<file path="config.mk">
export PLATFORM = sky130hd
export DESIGN_NAME = exe_muldiv_iter
export DESIGN_NICKNAME = d
export VERILOG_FILES = /design/src/rtl/exe_muldiv_iter.sv
export SDC_FILE = /design/constraint.sdc
export NUM_CORES = 1
export LEC_CHECK = 0
export CAP_MARGIN = 40
export CORE_MARGIN = 8
export CORE_UTILIZATION = 69
export DETAILED_ROUTE_END_ITERATION = 10
export DONT_BUFFER_PORTS = 1
export PLACE_DENSITY = 0.81
export SYNTH_ARGS = -nofsm -noshare
export SYNTH_HDL_FRONTEND = slang
export SYNTH_SLANG_ARGS = --single-unit
export TNS_END_PERCENT = 5
</file>
<file path="constraint.sdc">
create_clock -name clk_in -period 15.5 [get_ports clk_in]
set_input_delay 3.1 -clock clk_in [delete_from_list [all_inputs] [get_ports clk_in]]
set_output_delay 3.1 -clock clk_in [all_outputs]
set_load 0.01 [all_outputs]
</file>
<file path="src/rtl/exe_muldiv_iter.sv">
// Iterative RV32M/RV64M multiply/divide unit for the execute stage.
// Multiplies by shift-add and divides by restoring subtraction, retiring
// BITS_PER_CYCLE bits per CALC cycle on operand magnitudes; FIX applies signs.
// Handshake: exe holds start_i-equivalent start_in high with a stable op while
// stall_req_out is high; the result is valid for exactly the one cycle that
// done_out is high, after which the unit is back in IDLE.
module exe_muldiv_iter #(
  parameter int XLEN           = 32,
  parameter int BITS_PER_CYCLE = 1,
  parameter int RADDR_W        = 5
) (
  input  logic               clk_in,
  input  logic               reset_in,
  input  logic               start_in,
  input  logic [2:0]         funct3_in,
  input  logic [XLEN-1:0]    op1_in,
  input  logic [XLEN-1:0]    op2_in,
  input  logic [RADDR_W-1:0] reg_waddr_in,
  input  logic               flush_in,
  output logic               stall_req_out,
  output logic               busy_out,
  output logic               done_out,
  output logic [XLEN-1:0]    reg_wdata_out,
  output logic [RADDR_W-1:0] reg_waddr_out,
  output logic               reg_we_out,
  output logic [1:0]         state_dbg_out
);

  localparam int BPC   = BITS_PER_CYCLE;
  localparam int ITER  = XLEN / BPC;
  localparam int CNT_W = (ITER > 1) ? $clog2(ITER) : 1;
  localparam logic [CNT_W-1:0]  CNT_LAST = CNT_W'(ITER - 1);
  localparam logic [XLEN-1:0]   ONE      = {{(XLEN-1){1'b0}}, 1'b1};
  localparam logic [2*XLEN-1:0] ONE2     = {{(2*XLEN-1){1'b0}}, 1'b1};
  localparam logic [XLEN-1:0]   MIN_NEG  = {1'b1, {(XLEN-1){1'b0}}};

  typedef enum logic [1:0] {
    S_IDLE = 2'd0,
    S_CALC = 2'd1,
    S_FIX  = 2'd2,
    S_DONE = 2'd3
  } state_t;

  state_t              state_q, state_d;
  logic [CNT_W-1:0]    cnt_q;
  logic [2:0]          funct3_q;
  logic [XLEN-1:0]     opb_q;     // multiplicand (mul) or divisor (div) magnitude
  logic [2*XLEN-1:0]   acc_q;     // product accumulator; low half is quotient for div
  logic [XLEN:0]       rem_q;     // partial remainder
  logic                neg_q;     // product / quotient sign
  logic                rneg_q;    // remainder sign (dividend sign)
  logic [RADDR_W-1:0]  rd_q;
  logic [XLEN-1:0]     result_q;

  // Operand decode on the issuing op: signedness, magnitudes and fast paths.
  logic            op1_signed, op2_signed, op1_neg, op2_neg, is_div_in;
  logic            op2_zero, div_ovf, fast_hit, launch;
  logic [XLEN-1:0] abs1, abs2, fast_res;

  assign op1_signed = (funct3_in == 3'b001) | (funct3_in == 3'b010) |
                      (funct3_in == 3'b100) | (funct3_in == 3'b110);
  assign op2_signed = (funct3_in == 3'b001) | (funct3_in == 3'b100) |
                      (funct3_in == 3'b110);
  assign op1_neg    = op1_signed & op1_in[XLEN-1];
  assign op2_neg    = op2_signed & op2_in[XLEN-1];
  assign abs1       = op1_neg ? (~op1_in + ONE) : op1_in;
  assign abs2       = op2_neg ? (~op2_in + ONE) : op2_in;
  assign is_div_in  = funct3_in[2];
  assign op2_zero   = (op2_in == '0);
  assign div_ovf    = is_div_in & ~funct3_in[0] & (op1_in == MIN_NEG) & (&op2_in);
  assign fast_hit   = is_div_in & (op2_zero | div_ovf);
  assign fast_res   = op2_zero ? (funct3_in[1] ? op1_in : '1)
                               : (funct3_in[1] ? '0 : op1_in);
  assign launch     = (state_q == S_IDLE) & start_in & ~flush_in;

  // One CALC iteration: BPC bits of shift-add or restoring subtraction.
  logic [XLEN+BPC-1:0] mul_sum, mul_mcand_ext, mul_digit_ext;
  logic [XLEN:0]       div_r, div_diff;
  logic [XLEN-1:0]     div_q;
  always_comb begin
    mul_mcand_ext = {{BPC{1'b0}}, opb_q};
    mul_digit_ext = {{XLEN{1'b0}}, acc_q[BPC-1:0]};
    mul_sum       = {{BPC{1'b0}}, acc_q[2*XLEN-1:XLEN]} + mul_mcand_ext * mul_digit_ext;
    div_r         = rem_q;
    div_q         = acc_q[XLEN-1:0];
    div_diff      = '0;
    for (int i = 0; i < BPC; i++) begin
      div_r    = {div_r[XLEN-1:0], div_q[XLEN-1]};
      div_q    = {div_q[XLEN-2:0], 1'b0};
      div_diff = div_r - {1'b0, opb_q};
      if (!div_diff[XLEN]) begin
        div_r    = div_diff;
        div_q[0] = 1'b1;
      end
    end
  end

  // Sign correction and result selection for the FIX cycle.
  logic [2*XLEN-1:0] prod;
  logic [XLEN-1:0]   quot, remd, fix_res;
  always_comb begin
    prod = neg_q  ? (~acc_q + ONE2) : acc_q;
    quot = neg_q  ? (~acc_q[XLEN-1:0] + ONE) : acc_q[XLEN-1:0];
    remd = rneg_q ? (~rem_q[XLEN-1:0] + ONE) : rem_q[XLEN-1:0];
    case (funct3_q)
      3'b000:                fix_res = prod[XLEN-1:0];
      3'b001, 3'b010, 3'b011: fix_res = prod[2*XLEN-1:XLEN];
      3'b100, 3'b101:        fix_res = quot;
      default:               fix_res = remd;
    endcase
  end

  // FSM state register.
  always_ff @(posedge clk_in or posedge reset_in) begin
    if (reset_in) state_q <= S_IDLE;
    else          state_q <= state_d;
  end

  // Next-state logic and pipeline-facing outputs; flush overrides everything.
  always_comb begin
    state_d       = state_q;
    stall_req_out = 1'b0;
    done_out      = 1'b0;
    case (state_q)
      S_IDLE: if (launch) begin
        state_d       = fast_hit ? S_DONE : S_CALC;
        stall_req_out = 1'b1;
      end
      S_CALC: begin
        stall_req_out = 1'b1;
        if (cnt_q == CNT_LAST) state_d = S_FIX;
      end
      S_FIX: begin
        stall_req_out = 1'b1;
        state_d       = S_DONE;
      end
      default: begin
        done_out = 1'b1;
        state_d  = S_IDLE;
      end
    endcase
    if (flush_in) begin
      state_d       = S_IDLE;
      stall_req_out = 1'b0;
      done_out      = 1'b0;
    end
  end

  // Datapath: latch the op in IDLE, iterate in CALC, capture the result in FIX.
  always_ff @(posedge clk_in or posedge reset_in) begin
    if (reset_in) begin
      cnt_q    <= '0;
      funct3_q <= '0;
      opb_q    <= '0;
      acc_q    <= '0;
      rem_q    <= '0;
      neg_q    <= 1'b0;
      rneg_q   <= 1'b0;
      rd_q     <= '0;
      result_q <= '0;
    end else begin
      case (state_q)
        S_IDLE: if (launch) begin
          cnt_q    <= '0;
          funct3_q <= funct3_in;
          rd_q     <= reg_waddr_in;
          neg_q    <= op1_neg ^ op2_neg;
          rneg_q   <= op1_neg;
          rem_q    <= '0;
          opb_q    <= is_div_in ? abs2 : abs1;
          acc_q    <= {{XLEN{1'b0}}, (is_div_in ? abs1 : abs2)};
          if (fast_hit) result_q <= fast_res;
        end
        S_CALC: begin
          if (cnt_q != CNT_LAST) cnt_q <= cnt_q + 1'b1;
          if (funct3_q[2]) begin
            acc_q <= {acc_q[2*XLEN-1:XLEN], div_q};
            rem_q <= div_r;
          end else begin
            acc_q <= {mul_sum, acc_q[XLEN-1:BPC]};
          end
        end
        S_FIX:   result_q <= fix_res;
        default: ;
      endcase
    end
  end

  assign busy_out      = (state_q != S_IDLE);
  assign reg_wdata_out = result_q;
  assign reg_waddr_out = rd_q;
  assign reg_we_out    = done_out & (rd_q != '0);
  assign state_dbg_out = state_q;

endmodule
</file>
* After elaboration in Yosys (flattened, before gate mapping)
Index checks and enable logic that the tools add are counted.
** Word-level totals
- Register bits :: 177
- Input port bits :: 76
- Output and inout port bits :: 43
- Word-level logic and storage cells :: 118
** Cells by class
- Add/subtract/negate cells :: 8
- Multipliers :: 1
- Equality and inequality tests :: 21
- Muxes and demuxes :: 35
- Bitwise operators :: 23
- Reductions and logical operators :: 19
** Operators with widths (number)
- 32-bit two-way mux :: 14
- 64-bit two-way mux :: 3
- 32-bit by 1-bit adder with 32-bit output, second input constant :: 4
- 32-bit inverter :: 4
- 32-bit case mux with 2 select lines :: 2
- 64-bit case mux with 2 select lines :: 1
- 32-bit case mux with 3 select lines :: 1
- 64-bit by 1-bit adder with 64-bit output, second input constant :: 1
- 64-bit inverter :: 1
- 32-bit by 33-bit adder with 33-bit output :: 1
- 32-bit by 1-bit multiplier with 33-bit output :: 1
- 33-bit by 32-bit subtractor with 33-bit output :: 1
- 32-bit equality test, second input constant :: 1
- 32-bit zero test :: 1
- 32-bit AND reduction :: 1
- 3-bit equality test, second input constant :: 4
- 3-bit AND reduction :: 4
- 5-bit two-way mux :: 2
- 2-bit != test, second input constant :: 5
- 5-bit case mux with 2 select lines :: 1
- 1-bit bitwise AND :: 9
- 3-bit by 2-bit equality test with 1-bit output, second input constant :: 3
- 2-bit two-way mux :: 4
- 3-bit by 1-bit equality test with 1-bit output, second input constant :: 2
- 19 further kinds :: 36

* Depth between registers and ports, before layout
- Depth in word-level cells :: 10
- Mapped depth :: 14
- Depth with buffers taken out :: 13

* Least setup slack after synthesis
OpenSTA, ideal clock, no wires.
- Path kind :: input to output
- Start point :: input port flush_in
- End point :: output port reg_we_out
- Arrival time :: 3519 ps
- Setup slack :: 8881 ps
- Stages :: 2
- Buffers on the path :: 0
- Cells stage by stage :: nor2b_1 o21a_1
** Between the ends
- Word-level cells in the longest chain between the ends :: 2
** Ends and longest elaborated chain
- from (decl) :: RTL line 19 : input logic flush_in,
- 1-bit two-way mux :: RTL line 142 : if (flush_in) begin
- 1-bit bitwise AND :: RTL line 192 : assign reg_we_out = done_out & (rd_q != '0);
- to (decl) :: RTL line 25 : output logic reg_we_out,
No other way between the ends.

* Worst setup path in the final report
Same ends and word-level chain as after synthesis.

==> impl_metrics.ini <==
[clock_tree]
clk_latency_ns = 0.46
clock_path_buffers = 2
htree_levels = 4
tritoncts = done
numCtsBuffers = 17
cts_root_buffer = clkbuf_16
cts_post_setup_buffers_inserted = 0
cts_hold_buf = 0
path_clk_slew_ns = 0.09
cts.sinks = 177
cts_resized = 0

[grt]
grt_pass1_wl_um = 90620
grt_pass1_vias = 15770
antenna_found_initial = 0
grt_max_degree = 115
grtUsageTotal = 0.4017
grt.overflow.total = 0

[synth]
yosys_register_bits = 177
avgSynthCellArea_sq_um = 7.651
netlist_top_cells_count = 285 x nand2_1, 212 x nor2_1, 178 x a21oi_1
synth_top_family_by_area = compound AO/OA/AOI/OAI gates
yosys_warnings = 0
synth_top_area_cell = dfrtp_1
yosys.cell_count.top_type = nand2_1
synth_simple_gate_area_frac = 0.2131
synth.area.mux_share = 0.03088
ys_seq_area_frac = 0.2686
synth_top_area_frac = 0.2686
syn-instance-count = 2155
synthFlopType = dfrtp_1
synth_cell_type_count = 81
synth_xor_area_frac = 0.09668
async_flop_share = 1.000
synth_edf_count = 0
synthAdderAreaFrac = 0.07710
synth.area.top_cells = dfrtp_1 27%, nand2_1 6.5%, ha_1 5.8%, a21oi_1 5.4%, xor2_1 4.9%
syn_nets = 2309
synth_area_sq_um = 16490
synth-compound-area-share = 0.2658

[cells_and_area]
drive_gt1_frac = 0.05291
stdcell_count = 2398
nFillCells = 1895
syn_to_final_growth_pct = 4.925
ff_latch_area_sq_um = 4429
multi_input_area_sq_um = 11310
diodes = 0
nNetsFinal = 2220

[worst_setup_path]
r2r_end = rem_q[27]
endpoint_kind = primary output
critPathLaunchType = input pin
max_stage_delay_ns = 0.24
reg2reg_depth = 14
path_class = input pin to primary output
crit_path_top_delay_cell = nor2b_1
cp_top_family = simple AND/OR/NAND/NOR gates
reg2reg_from = acc_q[31]
required_ns = 12.40
ff2ff_setup_slack_ns = 11.33
crit_path_max_fanout = 6
arrival_ns = 3.57
path_cells = nor2b_1, o21a_1
cp.buffers_inverters = 0

[sta]
fmax_mhz = 150.0
finalHoldViolCount = 0
finalSetupTns_ns = 0
rsz0062_at_grt = no
fin_crit_ns = 6.666
finalMaxSlewViolations = 0
max_slew.worst_pin.slew_ns = 0.9758
slew-limit-headroom = 0.3488
skew_ns = 0.01826
finalCritPeriodShare = 0.4301
finalSetupViolations = 0
whs_ns = 0.4910

[die]
die_y_um = 170.6
initial_core_util = 0.7025
die_w_um = 170.6
ios = 119
rows = 56
dieArea_sq_um = 29100
core_region_area_sq_um = 23470

[placement]
dp_hpwl_um = 43950
place_congestion = 1.037
io_buffers = 0
dp_cells = 2365

[hold_path]
whs_path_depth = 2
min_path_type = flop to flop
hold_end = opb_q[5]
min_from = opb_q[5]

[route]
wirelength_um = 58530
drtPass1Iterations = 6
num_vias = 16890
drt_iter0_markers = 2577
ant_nets = 0
wl_per_cell_um = 24.41
remaining_drc_errors = 0
viasPerCell = 7.043

[pwr]
leakagePower_nw = 7.232
power.density_nw_per_um2 = 178.4
ir_worst_vdd_mv = 0.1253

[status]
status = finished clean

[flow_run]
drv_cap = 0
## layer usage
metal | share of wire | vias up | track usage
met5 | 0 | - | 0
met4 | 0.075 | 0 | 0.2540
met3 | 0.12 | 237 | 0.1129
met2 | 0.43 | 1141 | 0.6066
met1 | 0.38 | 7856 | 0.5013
li1 | - | 7655 | -
## sequential cells by signal (all words and copies together) (netlist names)
| signal | count |
|---|---|
| acc_q | 64 |
| cnt_q | 5 |
| funct3_q | 3 |
| neg_q | 1 |
| opb_q | 32 |
| reg_waddr_out | 5 |
| reg_wdata_out | 32 |
| rem_q | 32 |
| rneg_q | 1 |
| state_dbg_out | 2 |
## how the worst max path moves through the flow
stage	startpoint	to	slack [ns]	depth (start not counted)
floorplan	reset_in	acc_q[0]	7.60	1
global placement	flush_in	reg_we_out	8.81	2
detailed placement	flush_in	reg_we_out	8.81	2
CTS	flush_in	reg_we_out	8.81	2
global route	flush_in	reg_we_out	8.79	2
finish	flush_in	reg_we_out	8.83	2
## worst register-to-register path, stage by stage (launching register included)
cell and delay (ns):
dfrtp_1 0.44, inv_1 0.12, ha_1 0.23, fa_1 0.40, nor2b_1 0.24, o31a_1 0.24, o21ai_1 0.15, and3_1 0.21
o21ai_1 0.32, a21o_1 0.18, a21o_1 0.11, buf_4 0.35, and2_1 0.51, buf_4 0.36, o221ai_1 0.16
## report_power, final
| group | internal [W] | total (W) | switching, W |
|---|---|---|---|
| clock network | 0.000217 | 0.000450 | 0.000233 |
| logic | 0.000611 | 0.00174 | 0.00113 |
| registers | 0.000617 | 0.000894 | 0.000276 |
| total | 0.00145 | 0.00309 | 0.00164 |
## layout make-up
type                    instances  area share
inverters                      70     0.01548
clock buffers                  18     0.02481
multi-input cells            1770      0.6535
repair buffers                 30     0.01765
clock inverters                14    0.009474
well taps                     319     0.02307
flip-flops and latches        177      0.2560
## cells in the final DEF (no fill, tap or decap), types with 36 or more instances in the layout
master	count
inv_1	68
nor2_1	211
ha_1	75
a21o_1	36
dfrtp_1	177
xnor2_1	89
xor2_1	93
o21ai_0	147
nor3_1	37
nand2_1	285
o31ai_1	48
a21oi_1	176
## logic make-up after synthesis
family / count (synthesis)
buf+inv: 208
flops: 177
xor+xnor: 182
compound gates: 682
simple gates: 752
mux: 48
fa+ha+maj: 106
## per-stage QoR
stage / setup WS, ns / area, sq um / total power (W) / util
floorplan: 7.598 / 16490 / 0.002022 / -
global placement: 8.814 / 16560 / 0.002479 / 0.7055
detailed placement: 8.814 / 16690 / 0.002543 / 0.7112
CTS: 8.814 / 17290 / 0.003000 / 0.7365
global route: 8.795 / 17300 / 0.003247 / 0.7370
finish: 8.834 / 17300 / 0.003086 / 0.7370
Power figures use the tool's default switching activity.
